[src/rtl/vga_timing_pkg.sv]
// Shared defaults for the 640x480@60 raster and the per-axis phase encoding.
package vga_timing_pkg;

  localparam int unsigned CNT_W = 10;

  localparam int unsigned DEF_H_DISPLAY = 640;
  localparam int unsigned DEF_H_FRONT   = 16;
  localparam int unsigned DEF_H_SYNC    = 96;
  localparam int unsigned DEF_H_BACK    = 48;
  localparam int unsigned DEF_V_DISPLAY = 480;
  localparam int unsigned DEF_V_FRONT   = 10;
  localparam int unsigned DEF_V_SYNC    = 2;
  localparam int unsigned DEF_V_BACK    = 33;

  typedef enum logic [1:0] {
    PH_ACTIVE,
    PH_FRONT,
    PH_SYNC,
    PH_BACK
  } phase_t;

  function automatic int unsigned axis_total(input int unsigned d, input int unsigned f,
                                             input int unsigned s, input int unsigned b);
    return d + f + s + b;
  endfunction

  localparam int unsigned DEF_H_TOTAL = axis_total(DEF_H_DISPLAY, DEF_H_FRONT, DEF_H_SYNC, DEF_H_BACK);
  localparam int unsigned DEF_V_TOTAL = axis_total(DEF_V_DISPLAY, DEF_V_FRONT, DEF_V_SYNC, DEF_V_BACK);

endpackage

[src/rtl/vga_timing_gen_if.sv]
// Raster bus: enable in, coordinates and timing decodes out.
interface vga_timing_gen_if;
  import vga_timing_pkg::*;

  logic             ena;
  logic [CNT_W-1:0] x;
  logic [CNT_W-1:0] y;
  logic             hsync;
  logic             vsync;
  logic             display_on;
  logic             line_start;
  logic             frame_start;
  logic [7:0]       frame_count;

  modport master (
    input  ena,
    output x, y, hsync, vsync, display_on, line_start, frame_start, frame_count
  );

  modport slave (
    output ena,
    input  x, y, hsync, vsync, display_on, line_start, frame_start, frame_count
  );
endinterface

[src/rtl/vga_axis_counter.sv]
// One raster axis: wrapping counter plus its ACTIVE/FRONT/SYNC/BACK phase FSM.
module vga_axis_counter
  import vga_timing_pkg::*;
#(
  parameter int unsigned DISPLAY = DEF_H_DISPLAY,
  parameter int unsigned FRONT   = DEF_H_FRONT,
  parameter int unsigned SYNC    = DEF_H_SYNC,
  parameter int unsigned BACK    = DEF_H_BACK
) (
  input  logic             clk,
  input  logic             rst_n,
  input  logic             step,
  output logic [CNT_W-1:0] count,
  output logic [CNT_W-1:0] count_nxt,
  output phase_t           phase_nxt,
  output logic             wrap
);

  localparam int unsigned      TOTAL   = axis_total(DISPLAY, FRONT, SYNC, BACK);
  localparam logic [CNT_W-1:0] C_LAST  = CNT_W'(TOTAL - 1);
  localparam logic [CNT_W-1:0] C_FRONT = CNT_W'(DISPLAY);
  localparam logic [CNT_W-1:0] C_SYNC  = CNT_W'(DISPLAY + FRONT);
  localparam logic [CNT_W-1:0] C_BACK  = CNT_W'(DISPLAY + FRONT + SYNC);

  logic [CNT_W-1:0] r_count;
  phase_t           r_phase;
  logic [CNT_W-1:0] w_adv;
  phase_t           w_phase_adv;

  // Next values are exported so the top can register decodes of the new position.
  always_comb begin
    w_adv       = (r_count == C_LAST) ? '0 : r_count + 1'b1;
    w_phase_adv = r_phase;
    unique case (r_phase)
      PH_ACTIVE: if (w_adv == C_FRONT) w_phase_adv = PH_FRONT;
      PH_FRONT:  if (w_adv == C_SYNC)  w_phase_adv = PH_SYNC;
      PH_SYNC:   if (w_adv == C_BACK)  w_phase_adv = PH_BACK;
      PH_BACK:   if (w_adv == '0)      w_phase_adv = PH_ACTIVE;
    endcase
    count_nxt = step ? w_adv : r_count;
    phase_nxt = step ? w_phase_adv : r_phase;
  end

  always_ff @(posedge clk or negedge rst_n) begin
    if (!rst_n) begin
      r_count <= C_LAST;
      r_phase <= PH_BACK;
    end else begin
      r_count <= count_nxt;
      r_phase <= phase_nxt;
    end
  end

  assign count = r_count;
  assign wrap  = step && (r_count == C_LAST);

endmodule

[src/rtl/vga_timing_gen.sv]
// VGA raster generator: two axis counters plus registered sync, blanking, strobes and frame count.
module vga_timing_gen
  import vga_timing_pkg::*;
#(
  parameter int unsigned H_DISPLAY   = DEF_H_DISPLAY,
  parameter int unsigned H_FRONT     = DEF_H_FRONT,
  parameter int unsigned H_SYNC      = DEF_H_SYNC,
  parameter int unsigned H_BACK      = DEF_H_BACK,
  parameter int unsigned V_DISPLAY   = DEF_V_DISPLAY,
  parameter int unsigned V_FRONT     = DEF_V_FRONT,
  parameter int unsigned V_SYNC      = DEF_V_SYNC,
  parameter int unsigned V_BACK      = DEF_V_BACK,
  parameter logic        SYNC_ACTIVE = 1'b0
) (
  input  logic             clk,
  input  logic             rst_n,
  vga_timing_gen_if.master bus
);

  logic [CNT_W-1:0] w_h_count, w_h_count_nxt;
  logic [CNT_W-1:0] w_v_count, w_v_count_nxt;
  phase_t           w_h_phase_nxt, w_v_phase_nxt;
  logic             w_h_wrap, w_v_wrap;

  logic             r_hsync, r_vsync, r_display_on;
  logic             r_line_start, r_frame_start;
  logic [7:0]       r_frame_count;

  vga_axis_counter #(
    .DISPLAY (H_DISPLAY),
    .FRONT   (H_FRONT),
    .SYNC    (H_SYNC),
    .BACK    (H_BACK)
  ) u_h (
    .clk       (clk),
    .rst_n     (rst_n),
    .step      (bus.ena),
    .count     (w_h_count),
    .count_nxt (w_h_count_nxt),
    .phase_nxt (w_h_phase_nxt),
    .wrap      (w_h_wrap)
  );

  // The horizontal wrap already carries ena, so the vertical axis steps once per line.
  vga_axis_counter #(
    .DISPLAY (V_DISPLAY),
    .FRONT   (V_FRONT),
    .SYNC    (V_SYNC),
    .BACK    (V_BACK)
  ) u_v (
    .clk       (clk),
    .rst_n     (rst_n),
    .step      (w_h_wrap),
    .count     (w_v_count),
    .count_nxt (w_v_count_nxt),
    .phase_nxt (w_v_phase_nxt),
    .wrap      (w_v_wrap)
  );

  always_ff @(posedge clk or negedge rst_n) begin
    if (!rst_n) begin
      r_hsync       <= ~SYNC_ACTIVE;
      r_vsync       <= ~SYNC_ACTIVE;
      r_display_on  <= 1'b0;
      r_line_start  <= 1'b0;
      r_frame_start <= 1'b0;
      r_frame_count <= '1;
    end else begin
      r_hsync       <= (w_h_phase_nxt == PH_SYNC) ? SYNC_ACTIVE : ~SYNC_ACTIVE;
      r_vsync       <= (w_v_phase_nxt == PH_SYNC) ? SYNC_ACTIVE : ~SYNC_ACTIVE;
      r_display_on  <= (w_h_phase_nxt == PH_ACTIVE) && (w_v_phase_nxt == PH_ACTIVE);
      r_line_start  <= bus.ena && (w_h_count_nxt == '0);
      r_frame_start <= bus.ena && (w_h_count_nxt == '0) && (w_v_count_nxt == '0);
      if (w_v_wrap) r_frame_count <= r_frame_count + 1'b1;
    end
  end

  assign bus.x           = w_h_count;
  assign bus.y           = w_v_count;
  assign bus.hsync       = r_hsync;
  assign bus.vsync       = r_vsync;
  assign bus.display_on  = r_display_on;
  assign bus.line_start  = r_line_start;
  assign bus.frame_start = r_frame_start;
  assign bus.frame_count = r_frame_count;

endmodule

[src/flat_wrapper.sv]
// flat-port wrapper written by rule: the top's interface ports become plain ports
module vga_timing_gen_flat import vga_timing_pkg::*;
#(
  parameter int unsigned H_DISPLAY   = DEF_H_DISPLAY,
  parameter int unsigned H_FRONT     = DEF_H_FRONT,
  parameter int unsigned H_SYNC      = DEF_H_SYNC,
  parameter int unsigned H_BACK      = DEF_H_BACK,
  parameter int unsigned V_DISPLAY   = DEF_V_DISPLAY,
  parameter int unsigned V_FRONT     = DEF_V_FRONT,
  parameter int unsigned V_SYNC      = DEF_V_SYNC,
  parameter int unsigned V_BACK      = DEF_V_BACK,
  parameter logic        SYNC_ACTIVE = 1'b0
)
  (clk, rst_n, bus_ena, bus_x, bus_y, bus_hsync, bus_vsync, bus_display_on, bus_line_start, bus_frame_start, bus_frame_count);
  vga_timing_gen_if bus_i ();
  input  logic clk;
  input  logic rst_n;
  input wire logic [$bits(bus_i.ena)-1:0] bus_ena;
  output wire logic [$bits(bus_i.x)-1:0] bus_x;
  output wire logic [$bits(bus_i.y)-1:0] bus_y;
  output wire logic [$bits(bus_i.hsync)-1:0] bus_hsync;
  output wire logic [$bits(bus_i.vsync)-1:0] bus_vsync;
  output wire logic [$bits(bus_i.display_on)-1:0] bus_display_on;
  output wire logic [$bits(bus_i.line_start)-1:0] bus_line_start;
  output wire logic [$bits(bus_i.frame_start)-1:0] bus_frame_start;
  output wire logic [$bits(bus_i.frame_count)-1:0] bus_frame_count;
  assign bus_i.ena = bus_ena;
  assign bus_x = bus_i.x;
  assign bus_y = bus_i.y;
  assign bus_hsync = bus_i.hsync;
  assign bus_vsync = bus_i.vsync;
  assign bus_display_on = bus_i.display_on;
  assign bus_line_start = bus_i.line_start;
  assign bus_frame_start = bus_i.frame_start;
  assign bus_frame_count = bus_i.frame_count;
  vga_timing_gen #(.H_DISPLAY(H_DISPLAY), .H_FRONT(H_FRONT), .H_SYNC(H_SYNC), .H_BACK(H_BACK), .V_DISPLAY(V_DISPLAY), .V_FRONT(V_FRONT), .V_SYNC(V_SYNC), .V_BACK(V_BACK), .SYNC_ACTIVE(SYNC_ACTIVE)) u_core (.clk(clk), .rst_n(rst_n), .bus(bus_i));
endmodule
[config.mk]
export PLATFORM = sky130hd
export DESIGN_NAME = vga_timing_gen_flat
export DESIGN_NICKNAME = d
export VERILOG_FILES = /design/src/rtl/vga_timing_pkg.sv /design/src/rtl/vga_timing_gen_if.sv /design/src/rtl/vga_axis_counter.sv /design/src/rtl/vga_timing_gen.sv /design/src/flat_wrapper.sv
export SDC_FILE = /design/constraint.sdc
export NUM_CORES = 1
export LEC_CHECK = 0
export ABC_AREA = 1
export CORE_MARGIN = 2
export CORE_UTILIZATION = 35
export DETAILED_ROUTE_END_ITERATION = 7
export HOLD_SLACK_MARGIN = 0.1
export PLACE_DENSITY = 0.61
export SYNTH_ARGS = -nofsm -noshare
export SYNTH_HDL_FRONTEND = slang
export SYNTH_HIERARCHICAL = 1
export SYNTH_SLANG_ARGS = --single-unit
[constraint.sdc]
create_clock -name clk -period 2.68 [get_ports clk]
set_input_delay 0.402 -clock clk [delete_from_list [all_inputs] [get_ports clk]]
set_output_delay 0.402 -clock clk [all_outputs]
set_load 0.005 [all_outputs]
# After elaboration in Yosys (flattened, before gate mapping)
# Cells that the tools add are included.
# Widths: inputs -> output; s select.
# totals
ff_bits	37
# classes
muxes	18
eq_ne	16
n_addsub	3
reduce_logical	13
# ops
cell	n
$eq 10x10->1 const B	5
$logic_not 10->1	4
$mux 10	4
$eq 10x9->1 const B	3
$add 10x1->10 const B	2
$mux 2	10
$pmux 2 s4	2
$eq 2x2->1 const B	6
$add 8x1->8 const B	1
$logic_not 2->1	4
$logic_and 1x1->1	5
$eq 2x1->1 const B	2
$mux 1	2

# Depth between registers and ports, before layout
# depth
ltp_word	8
ltp_mapped	17
depth_no_buf	17

# Modules after synthesis
# The synthesis kept the hierarchy.
# by_module_without_submodules
mod	cells_per_inst	seq_area_each_um2	area_each_um2	n_inst
vga_axis_counter at u_core.u_v	145	306.5	913.4	1
vga_axis_counter at u_core.u_h	140	311.5	894.6	1
vga_timing_gen	70	337.8	618.1	1

# Worst setup path after synthesis
# Ideal clock, no wire load.
# synth_path
path_kind	reg2reg
startpoint	reg u_core.u_h.r_count[0] (netlist: u_core/u_h/count[0])
endpoint	reg u_core.r_frame_count[7] (netlist: u_core/bus.frame_count[7])
path_slack_ns	0.387
setup_time_ns	0.058
path_stages_with_launch	15
t_arrival_ns	2.235
path_cell_list	dfstp_2 ha_1 nand2_2 nor2_4 nand2_4 nor2_1 inv_1 clkbuf_1 nor2_1 nand2_1 nor2_4 nand2_1 nand2_1 nand2_1 inv_1
# synth_via
elab_chain_len	3
# synth_lines
element	line_no	text
from (decl)	vga_axis_counter.sv:25	logic [CNT_W-1:0] r_count;
from (signal assigned)	vga_axis_counter.sv:49	r_count <= count_nxt;
$eq 10x10->1	vga_axis_counter.sv:55	assign wrap = step && (r_count == C_LAST);
$logic_and 1x1->1	vga_axis_counter.sv:55	
named net u_core.w_h_wrap	vga_timing_gen.sv:23	logic w_h_wrap, w_v_wrap;
$logic_and 1x1->1	vga_axis_counter.sv:55	
named net u_core.w_v_wrap	vga_timing_gen.sv:23	
to (signal assigned)	vga_timing_gen.sv:74	if (w_v_wrap) r_frame_count <= r_frame_count + 1'b1;
to (decl)	vga_timing_gen.sv:27	logic [7:0] r_frame_count;
# The timed path passes the listed nets, and every way through them passes these cells.
# A chain may end at the register's enable or synchronous reset.

# Final worst setup path
# layout_path
startpoint	reg u_core.u_h.r_count[1] (netlist: u_core/u_h/count[1])
endpoint	reg u_core.r_frame_start (netlist: u_core/bus.frame_start)
# layout_rtl
element	line_no	text
$eq 10x10->1	vga_axis_counter.sv:55	
$logic_and 1x1->1	vga_axis_counter.sv:55	
named net u_core.w_h_wrap	vga_timing_gen.sv:23	
$mux 10	vga_axis_counter.sv:40	count_nxt = step ? w_adv : r_count;
named net u_core.w_v_count_nxt[1]	vga_timing_gen.sv:21	logic [CNT_W-1:0] w_v_count, w_v_count_nxt;
$logic_not 10->1	vga_timing_gen.sv:73	r_frame_start <= bus.ena && (w_h_count_nxt == '0) && (w_v_count_nxt == '0);
$logic_and 1x1->1	vga_timing_gen.sv:73	
to (signal assigned)	vga_timing_gen.sv:73	
to (decl)	vga_timing_gen.sv:26	logic r_line_start, r_frame_start;
# The timed path passes the listed nets, and every way through them passes these cells.

==> impl_metrics.yaml <==
status:
  status: "finished clean"
sta:
  finalClockSkew_ns: 0.00813
  final-max-slew-violation-count: 0
  finalWorstPathRequiredPeriod_ns: 2.37
  tightestPinTransition_ns: 0.830
  timing.hold.ws_ns: 0.198
  tns_ns: 0
  setup_ws_ns: 0.306
  min_period_over_period_pct: 88.6
  max_freq_ghz: 0.421
  slew_headroom_pct: 44.7
  hold_violations: 0
  rsz0062_at_grt: "false"
  finalSetupViolCount: 0
worst_setup_path:
  crit_required_ns: 2.92
  start_kind: "register"
  worstPathMaxFanout: 18
  worstSetupEndpointType: "register"
  worstPathArrival_ns: 2.61
  critical_path_class: "reg2reg"
routing:
  firstDrtPassIters: 4
  drt_iter0_drc: 118
  drc_errors: 0
  wl_per_cell_um: 11.3
  num_vias: 2211
  wl_um: 5420
  ant_nets: 0
  viasPerCell: 4.62
placed_design:
  placedInstanceArea_um2: 2890
  dp_hpwl_um: 4060
  io_buffers: 35
  gp_congestion: 0.833
  pre_cts_slack_ns: 0.301
synthesis:
  synth.top_cells.by_area: "dfstp_2 26%, nand2_1 19%, dfrtp_1 13%"
  yosysWarnings: 6
  ys_ff_latch: 37
  ys_seq_area_share_pct: 39.4
  synth_top_family_by_area: "simple AND/OR/NAND/NOR gates"
  synth_area_um2: 2430
  synth.area.mux_share_pct: 0.464
  postSynthCellCount: 355
  syn_nets: 362
  yosys.area_share.xor_xnor_pct: 1.44
  synth-compound-area-share_pct: 6.19
  avgSynthCellArea_um2: 6.83
  synthAdderAreaFrac_pct: 2.06
  synthDistinctLibCells: 32
  yosys.area.top_type: "dfstp_2"
  synth_top_area_share_pct: 26.0
  synthSimpleGateAreaFrac_pct: 42.0
floorplanning:
  rows: 30
  start_util_pct: 35.9
  io_pins: 36
  core_um2: 6760
  die_w_um: 87.3
  fp.dieH_um: 87.3
  die_area_um2: 7610
power_and_ir_drop:
  vdd_drop_max_mv: 0.309
  p_per_area_nw_per_um2: 622
  leakage_nw: 1.48
global_route:
  grt_pass1_vias: 2091
  grt_pass1_wl_um: 9320
  antenna_found_initial: 0
  grt_max_degree: 38
  track_usage_pct: 15.2
  grt_overflow: 0
clocking:
  cts_buffers: 5
  hold_buffers: 0
  cts.reportedPaths.clkPinSlew_ns: 0.09
  cts_resized: 0
  cts.htree.levels: 2
  cts.sinks: 37
  clockBufferDepth: 2
  root_buffer: "clkbuf_8"
  clk_latency_ns: 0.30
  post_cts_buffers: 0
  cts_tree: "yes"
cells_and_area:
  drive_gt1_share_pct: 16.0
  insertedDiodeCount: 0
  syn_to_final_growth_pct: 24.0
  nets: 405
  design_area_um2: 3010
worst_hold_path:
  hold_class: "in2async"
flow_run:
  drv_cap: 0
## cells in the mapped netlist
cell type and number:
nand2_4 1, mux2_2 1, dfrtp_1 13, nand2_2 7, nor4_1 1, nor2_4 4
nor3b_1 1, inv_2 3, nand2_1 125, nand3_1 23, nand3b_1 4, nand4_4 1
nand3_2 3, nor2_1 46, buf_2 1, xnor2_1 1, nor2_2 5, o21ai_1 3
o21bai_1 4, nand4_1 2, clkinv_1 2, a21oi_1 1, or2_2 1, dfstp_2 24
and2_1 1, nor3_1 1, and2_0 1, inv_1 45, ha_1 4, xor2_1 3
o21ai_0 20, clkbuf_1 3
## cell type report
type                    instances  area [um^2]
multi-input cells             264         1270
flip-flops and latches         37          956
inverters                      50          188
clock buffers                   5         68.8
clock inverters                 3         46.3
repair buffers                 40          383
fillers                       693         3750
well taps                      80          100
## state kept, by name, indices dropped and copies added, names as in the netlist
signal                  cells
u_core/u_h/count           10
u_core/u_h/r_phase          2
u_core/bus.display_on       1
u_core/u_v/r_phase          2
u_core/bus.frame_start      1
u_core/bus.vsync            1
u_core/bus.frame_count      8
u_core/u_v/count           10
u_core/bus.line_start       1
u_core/bus.hsync            1
## per-layer routing
| layer | up-vias | share of wire (%) | track usage (%) |
|---|---|---|---|
| met4 | 0 | 0.70 | 3.78 |
| met3 | 5 | 4.5 | 3.03 |
| met2 | 48 | 44 | 23.6 |
| li1 | 1183 | - | - |
| met1 | 975 | 51 | 21.5 |
| met5 | - | 0 | 0 |
## path summary, 6_finish.rpt
path | slack (ns) | from | endpoint | cells past startpoint
worst min-delay path | 0.20 | rst_n | u_core/u_v/count[4] | 1
max in group asynchronous | 1.96 | rst_n | u_core/bus.display_on | 1
worst max-delay path | 0.31 | u_core/u_h/count[1] | u_core/bus.frame_start | 13
min in group clk | 0.48 | u_core/bus.frame_count[5] | u_core/bus.frame_count[5] | 2
worst min register to register | 0.48 | u_core/bus.frame_count[5] | u_core/bus.frame_count[5] | 2
worst max register to register | 0.31 | u_core/u_h/count[1] | u_core/bus.frame_start | 13
## cells by family after synthesis
logic type,Yosys count
buffers and inverters,54
muxes,1
adders and majority gates,4
and+or+nand+nor,227
AOI/OAI and AO/OA,28
xor gates and xnor gates,4
DFF,37
## through the flow
step / utilization [%] / power [mW] / cells
after floorplan: - / 1.14 / 355
after global placement: 42.8 / 1.38 / 471
after detailed placement: 42.8 / 1.38 / 471
after CTS: 44.5 / 1.89 / 479
after global routing: 44.5 / 2.02 / 479
final: 44.5 / 1.87 / 479
## power breakdown
group	switching, mW	leakage, nW	internal, mW
registers	0.100	0.414	0.685
logic	0.327	1.01	0.254
clock network	0.227	0.0543	0.279
## critical path, cell delays in order (launching register included)
cell	delay, ns
dfstp_2	0.58
ha_1	0.19
nand2_2	0.10
nor2_4	0.19
nand2_4	0.11
nor2_1	0.15
inv_1	0.10
buf_4	0.19
nand2_1	0.06
o21ai_0	0.10
or2_2	0.30
nor2_1	0.10
nand2_1	0.05
nor2_1	0.09
## layout by cell type, fill, tap and decap left out, drive strengths merged, types with 2 or more instances in the layout
cell type	n
nand2	133
nor2	55
inv	48
clkdlybuf4s50	34
nand3	26
dfstp	24
o21ai	23
dfrtp	13
buf	6
clkbuf	5
nand3b	4
ha	4
o21bai	4
xor2	3
nand4	3
clkinv	3
and2	2
Note: power is estimated with default switching activity, not from simulation.
